===== config.mk =====
export PLATFORM = sky130hd
export DESIGN_NAME = riscv_dram_ctrl
export DESIGN_NICKNAME = d
export VERILOG_FILES = /design/src/rtl/riscv_dram_ctrl.sv
export SDC_FILE = /design/constraint.sdc
export NUM_CORES = 1
export LEC_CHECK = 0
export CAP_MARGIN = 10
export CORE_AREA = 4 4 212 214
export CTS_CLUSTER_DIAMETER = 30
export DETAILED_ROUTE_END_ITERATION = 12
export DIE_AREA = 0 0 216 218
export GPL_TIMING_DRIVEN = 1
export PLACE_DENSITY = 0.69
export SLEW_MARGIN = 20
export SYNTH_ARGS = -nofsm -noshare
export SYNTH_HDL_FRONTEND = slang
export SYNTH_SLANG_ARGS = --single-unit

===== constraint.sdc =====
create_clock -name clk -period 2.2 [get_ports clk]
set_input_delay 0.44 -clock clk [delete_from_list [all_inputs] [get_ports clk]]
set_output_delay 0.44 -clock clk [all_outputs]
set_load 0.05 [all_outputs]

===== src/rtl/riscv_dram_ctrl.sv =====
// Line-level DRAM controller for the data-cache miss path: optional write-back,
// then optional refill, with a fixed stall before each DRAM access.
module riscv_dram_ctrl #(
  parameter int DATA_WIDTH  = 128,
  parameter int S_ADDR      = 10,
  parameter int WAIT_CYCLES = 4
) (
  input  logic                  clk,
  input  logic                  rst_n,
  input  logic                  req_valid,
  output logic                  req_ready,
  input  logic                  req_wr,
  input  logic                  req_rd,
  input  logic [S_ADDR-1:0]     req_wb_addr,
  input  logic [DATA_WIDTH-1:0] req_wb_data,
  input  logic [S_ADDR-1:0]     req_addr,
  output logic                  rsp_valid,
  output logic [DATA_WIDTH-1:0] rsp_rdata,
  output logic                  mem_wren,
  output logic                  mem_rden,
  output logic [S_ADDR-1:0]     mem_addr,
  output logic [DATA_WIDTH-1:0] mem_wdata,
  input  logic [DATA_WIDTH-1:0] mem_rdata
);

  typedef enum logic [2:0] {IDLE, WR_WAIT, WR, RD_WAIT, RD, RD_CAP, DONE} state_t;

  localparam int CW = (WAIT_CYCLES > 0) ? $clog2(WAIT_CYCLES + 1) : 1;
  localparam logic [CW-1:0] CNT_LAST = CW'((WAIT_CYCLES > 0) ? WAIT_CYCLES - 1 : 0);
  // With no stall the wait states are skipped entirely.
  localparam state_t WR_ENTRY = (WAIT_CYCLES == 0) ? WR : WR_WAIT;
  localparam state_t RD_ENTRY = (WAIT_CYCLES == 0) ? RD : RD_WAIT;

  state_t                state_q, state_d;
  logic [CW-1:0]         cnt_q, cnt_d;
  logic                  wr_q, wr_d, rd_q, rd_d;
  logic [S_ADDR-1:0]     wb_addr_q, wb_addr_d, addr_q, addr_d;
  logic [DATA_WIDTH-1:0] wb_data_q, wb_data_d, rdata_q, rdata_d;
  logic                  ready_q, rsp_q, wren_q, rden_q;
  logic [S_ADDR-1:0]     maddr_q, maddr_d;
  logic [DATA_WIDTH-1:0] mwdata_q, mwdata_d;

  always_comb begin
    state_d   = state_q;
    cnt_d     = cnt_q;
    wr_d      = wr_q;
    rd_d      = rd_q;
    wb_addr_d = wb_addr_q;
    wb_data_d = wb_data_q;
    addr_d    = addr_q;
    rdata_d   = rdata_q;
    case (state_q)
      IDLE: if (req_valid) begin
        wr_d      = req_wr;
        rd_d      = req_rd;
        wb_addr_d = req_wb_addr;
        wb_data_d = req_wb_data;
        addr_d    = req_addr;
        if (req_wr)      state_d = WR_ENTRY;
        else if (req_rd) state_d = RD_ENTRY;
        else             state_d = DONE;
      end
      WR_WAIT: if (cnt_q == CNT_LAST) state_d = WR; else cnt_d = cnt_q + CW'(1);
      WR:      state_d = rd_q ? RD_ENTRY : DONE;
      RD_WAIT: if (cnt_q == CNT_LAST) state_d = RD; else cnt_d = cnt_q + CW'(1);
      RD:      state_d = RD_CAP;
      RD_CAP: begin
        rdata_d = mem_rdata;
        state_d = DONE;
      end
      DONE:    state_d = IDLE;
      default: state_d = IDLE;
    endcase
    if (state_d != state_q) cnt_d = '0;
    // DRAM address/data only move when a WR or RD cycle is entered.
    maddr_d  = maddr_q;
    mwdata_d = mwdata_q;
    if (state_d == WR) begin
      maddr_d  = wb_addr_d;
      mwdata_d = wb_data_d;
    end else if (state_d == RD) begin
      maddr_d  = addr_d;
    end
  end

  always_ff @(posedge clk) begin
    if (!rst_n) begin
      state_q   <= IDLE;
      cnt_q     <= '0;
      wr_q      <= 1'b0;
      rd_q      <= 1'b0;
      wb_addr_q <= '0;
      wb_data_q <= '0;
      addr_q    <= '0;
      rdata_q   <= '0;
      ready_q   <= 1'b1;
      rsp_q     <= 1'b0;
      wren_q    <= 1'b0;
      rden_q    <= 1'b0;
      maddr_q   <= '0;
      mwdata_q  <= '0;
    end else begin
      state_q   <= state_d;
      cnt_q     <= cnt_d;
      wr_q      <= wr_d;
      rd_q      <= rd_d;
      wb_addr_q <= wb_addr_d;
      wb_data_q <= wb_data_d;
      addr_q    <= addr_d;
      rdata_q   <= rdata_d;
      ready_q   <= (state_d == IDLE);
      rsp_q     <= (state_d == DONE);
      wren_q    <= (state_d == WR);
      rden_q    <= (state_d == RD);
      maddr_q   <= maddr_d;
      mwdata_q  <= mwdata_d;
    end
  end

  // Enables are masked by reset so a pending WR cycle never reaches the DRAM.
  assign mem_wren  = wren_q & rst_n;
  assign mem_rden  = rden_q & rst_n;
  assign mem_addr  = maddr_q;
  assign mem_wdata = mwdata_q;
  assign req_ready = ready_q;
  assign rsp_valid = rsp_q;
  assign rsp_rdata = rdata_q;

endmodule


# ---- Word-level counts from Yosys, hierarchy flattened
# Index checks and enable logic that the tools add are counted.
dict set report classes {
  add_sub_neg 1
  n_eq_ne 10
  muxes 15
  bitwise 4
  reduce_logical 7
}
# cell n
set ops {}
lappend ops {{$mux 128} 2}
lappend ops {{$mux 10} 6}
lappend ops {{$mux 3} 6}
lappend ops {{$pmux 3 s6} 1}
lappend ops {{$eq 3x2->1 const B} 4}
lappend ops {{$eq 3x3->1 const B} 4}
lappend ops {{$logic_not 3->1} 2}
lappend ops {{$reduce_and 2->1} 2}
lappend ops {{$reduce_or 2->1} 2}
lappend ops {{$add 3x1->3 const B} 1}
lappend ops {{$eq 3x1->1 const B} 1}
lappend ops {{$ne 3x3->1} 1}
lappend ops {{$and 1x1->1} 2}
lappend ops {{$not 1->1} 2}
lappend ops {{$reduce_bool 2->1} 1}
dict set report word_totals {
  regBits 425
  input_bits 281
  out_inout_bits 270
  elab_cells 50
}

# ---- Depth between registers and ports, before layout
dict set report depth {
  depth_word 7
  depth_mapped 10
  depth_no_buf 7
}

# ---- Worst setup path before layout
# No wires, ideal clock.
dict set report synth_timing {
  path_type {reg-to-reg}
  start {register cnt_q[0]}
  end {register mwdata_q[100], in the netlist mem_wdata[100]}
  setup_time_ps 81
  arrival_time_ps 2209
  required_time_ps 2119
  slack_ps -90
  path_stages_with_launch 11
  n_path_buf 3
  synth_period_minus_slack_ps 2290
  path_cell_list {dfxtp_1 ha_1 ha_1 and2_1 o211ai_1 and2_1 buf_2 clkbuf_1 clkbuf_1 a21oi_1 a211oi_2}
}
dict set report synth_via {
  elab_chain_cells 4
  word_cells_on_any_way 5
  classes_between {2 x eq/ne; 3 x mux}
}
# element line_no
set synth_lines {}
lappend synth_lines {{start: declaration} 35} ;# logic [CW-1:0] cnt_q, cnt_d;
lappend synth_lines {{start signal: assignment} 104} ;# cnt_q <= cnt_d;
lappend synth_lines {{$eq 3x2->1 (*)} {63, 65}}
lappend synth_lines {{$mux 3 (on tied branches)} {65, 63}}
lappend synth_lines {{$pmux 3 s6 (*)} 52} ;# case (state_q)
lappend synth_lines {{$eq 3x2->1 (*)} 78} ;# if (state_d == WR) begin
lappend synth_lines {{end signal: assignment} 116} ;# mwdata_q <= mwdata_d;
lappend synth_lines {{end: declaration} 41} ;# logic [DATA_WIDTH-1:0] mwdata_q, mwdata_d;
# Mark *: on every way between the ends. The rest lies on a longest branch, timed or not.
# A chain may end at the register's enable or synchronous reset.

# ---- Worst setup path in the final report
dict set report layout_timing {
  start {input req_valid}
  end {register maddr_q[7], in the netlist mem_addr[7]}
}
dict set report layout_via {
  elab_chain_cells 4
  word_cells_on_any_way 11
  classes_between {2 x eq/ne; 8 x mux; 1 x reduce/logical}
}
# element line_no
set layout_lines {}
lappend layout_lines {{start: declaration} 10} ;# input logic req_valid,
lappend layout_lines {{$mux 3 or $mux 10 (tied branches)} 53} ;# IDLE: if (req_valid) begin
lappend layout_lines {{$pmux 3 s6 or $mux 10 (tied branches)} 52}
lappend layout_lines {{$eq 3x2->1, or another cell as far along} 78}
lappend layout_lines {{$mux 10 or $reduce_bool 2->1 (tied branches)} n/a}
lappend layout_lines {{end signal: assignment} 115} ;# maddr_q <= maddr_d;
lappend layout_lines {{end: declaration} 40} ;# logic [S_ADDR-1:0] maddr_q, maddr_d;
# Parallel ways exist; a longest one is shown, timed or not. The select of a mux whose other input is x is not followed.

==> metrics.txt <==
Rows 76; slowest CP cell clkdlybuf4s50_1; VDD IR max between 0.7 and 0.8 mV; WP buf/inv 3; synth-to-layout area growth 66.92%; period utilization 0.9989; GRT overflow 0; Fin Clk Skew approximately 0.018 ns; Top Family by Delay on Critical Path buffers and inverters; IO Count 551; Adder-Cell Fraction of Synth Area 0.001609; Final Setup Violations 0; DRC viols 0; pwr/cell area approximately 1500 mW/mm2; Routed Antenna Nets 0; CTS Buf Count 90; max cap viols 0; Switch Pwr about 14 mW; crit path capture type flip-flop; post-DP HPWL around 38000 um; Final Hold Fails 0; Synth Register Bits 425; dpl cells between 2k and 3k; Synth Area in Compound Gates 0.2034; number of antenna violations at the first check in global routing 8; power share of the combinational group 0.390; largest net degree at the start of global routing 123; Post-Route WL roughly 57000 um; Final Max Tran Viols 0; Synth Area in XOR/XNOR 0.0005633; drt wl/cell 19.66 um; Worst Hold Class in2reg; H-tree lvl count 3; synthesized instance count roughly 1.6k; Placer Congestion 0.8775; drt initial violations 1000; Final #Nets 2507; worst-path cell chain clkdlybuf4s50_1, or4b_4, o211ai_4, nor4bb_4, and2_4, buf_4, buf_12, a221o_1; Data arrival, critical path 2.67 ns; CTS tree yes; main combinational cell family by area after synthesis compound AO/OA/AOI/OAI gates; relative slew slack 0.5912; worst path required time 2.67 ns; fraction of synthesized area in multiplexers 0.08304; register area share after synthesis 0.5472; Filler cells 3561; Clock Latency Late Sink around 0.61 ns; PnR worst setup slack between 0.002 and 0.0025 ns; Die H 218 um; Worst path max stage delay 0.56 ns; CP Max Fanout 12; via count 14.32k; Clock Sinks around 430; Seq pwr share 0.245; Non-Filler Instances just under 3k; switching share of total power 0.3536; mean post-synth cell area between 9 and 10 um2; cts hold-fix bufs 0; minimum clock period 2.198 ns; share of layout cells above drive strength 1 0.1926; clock power share 0.365; starting density of the core 0.3626; RSZ-0062 raised after global routing yes; Setup WS pre-CTS -0.5620 ns; die width 216 um; Pleak between 10 and 15 nW; Synth Cell Area 0.01555 mm2; vias in the first global route 14.39k; internal power between 20 and 30 mW; status complete, no violations; Worst setup SP type primary input; Worst-path clk slew 0.05 ns; Peak Freq between 400 and 500 MHz; Least-Margin Pin Slew about 0.62 ns; Post-Synth Simple-Gate Area 0.1209; vias per cell 4.955; PortBufs 550; Pre-antenna DRT Iters 5; Mapped Nets 1881; most frequent cells in the layout dfxtp_1, nand2_1, clkdlybuf4s50_1; Core ar. between 0.04 and 0.05 mm2; post-synthesis cell type count 40; CTS Root Cell clkbuf_16; GRT Total Usage 0.2218; commonest non-fill, non-tap cell in the layout dfxtp_1; die outline area 0.04709 mm2; first-pass GRT wire length 82730 um; CTS Buffer Depth 3; Ys Warns 0; kind of critical path in2reg
power by group through the flow:
stage / Sequential, mW / Combinational [mW] / Clock, mW
3_3_place_gp: 9.76 / 13.4 / 0
2_1_floorplan: 12.1 / 6.63 / 0
3_5_place_dp: 9.78 / 13.7 / 0
6_report: 9.68 / 15.4 / 14.4
4_1_cts: 9.66 / 14.5 / 14.6
5_1_grt: 9.79 / 16.3 / 15.1
metrics by stage:
step                setup TNS (ns)  hold WS, ns    util  total power, mW  cell area, um2
finish                           0       0.3872  0.6052            39.51           25950
global route                -5.090       0.3715  0.6052            41.12           25950
CTS                       -0.04366       0.3384  0.5975            38.76           25620
detailed placement          -87.86       0.4465  0.5185            23.45           22240
global placement            -72.83       0.4415  0.5185            23.17           22240
floorplan                        0       0.4339       -            18.73           15570
per-layer routing:
layer | vias to the layer above | wire length [um] | track usage
li1 | 6782 | - | -
met1 | 6848 | 22700 | 0.2624
met2 | 542 | 27860 | 0.3691
met3 | 136 | 4153 | 0.07008
met4 | 8 | 2037 | 0.1026
met5 | - | 43 | 0
final cells by class:
| cell class | instances | area, um2 | area share |
|---|---|---|---|
| flip-flops and latches | 425 | 8517 | 0.3282 |
| repair buffers | 674 | 6864 | 0.2645 |
| multi-input cells | 1030 | 6516 | 0.2511 |
| clock buffers | 121 | 2638 | 0.1016 |
| well taps | 585 | 732.0 | 0.02820 |
| clock inverters | 47 | 658.1 | 0.02536 |
| inverters | 3 | 18.77 | 0.0007231 |
| diodes | 4 | 10.01 | 0.0003857 |
state kept, by name, summed over array words and instances, names as in the netlist:
name,flops
addr_q,10
cnt_q,3
mem_addr,10
mem_wdata,128
rd_q,1
rden_q,1
req_ready,1
rsp_rdata,128
rsp_valid,1
state_q,3
wb_addr_q,10
wb_data_q,128
wren_q,1
cell usage after synthesis (all sizes together):
cell type | instances | area (um2)
a211oi | 130 | 1589
a21o | 1 | 7.510
a21oi | 279 | 1396
a221o | 10 | 100.1
a221oi | 1 | 8.760
a22oi | 1 | 7.510
a31oi | 1 | 6.260
and2 | 16 | 102.6
and3 | 2 | 12.51
buf | 46 | 309.0
clkbuf | 94 | 352.8
dfxtp | 425 | 8508
ha | 2 | 25.02
inv | 3 | 11.26
mux2i | 129 | 1291
nand2 | 300 | 1126
nand2b | 2 | 12.51
nand3 | 1 | 5.000
nor2 | 137 | 514.2
nor3 | 1 | 5.000
nor3b | 1 | 12.51
nor4b | 3 | 32.53
nor4bb | 1 | 10.01
o211a | 1 | 10.01
o211ai | 2 | 20.02
o21ai | 2 | 10.01
o21bai | 1 | 7.510
or2 | 1 | 6.260
or3 | 1 | 6.260
or3b | 1 | 8.760
or4b | 1 | 13.76
or4bb | 1 | 11.26
xnor2 | 1 | 8.760
worst paths after layout:
check                           slack, ns              to      startpoint  cells after the start
worst min-delay path                 0.39  rsp_rdata[126]  mem_rdata[126]                      3
worst max register to register      0.002   mem_wdata[69]        cnt_q[1]                      9
worst min register to register       0.45   rsp_rdata[43]   rsp_rdata[43]                      2
worst max-delay path                0.002     mem_addr[7]       req_valid                      8
timing repair:
action	CTS	global route
endpoints found under the setup margin	397	137
buffers inserted	13	6
gates resized for setup	291	24
pin swaps	16	39
cloned	7	8
worst min-delay path: stages:
cell	delay, ns
clkdlybuf4s50_1	0.40
nand2_1	0.05
a21oi_1	0.05
kinds of logic (layout without fill, tap and decap cells):
| group | after synthesis | in the layout |
|---|---|---|
| compound gates | 429 | 429 |
| xor+xnor | 1 | 1 |
| fa+ha+maj | 2 | 2 |
| buf+inv | 143 | 845 |
| flops | 425 | 425 |
| mux | 129 | 129 |
| other cells | 0 | 4 |
| simple gates | 469 | 469 |
Power figures use the tool's default switching activity.
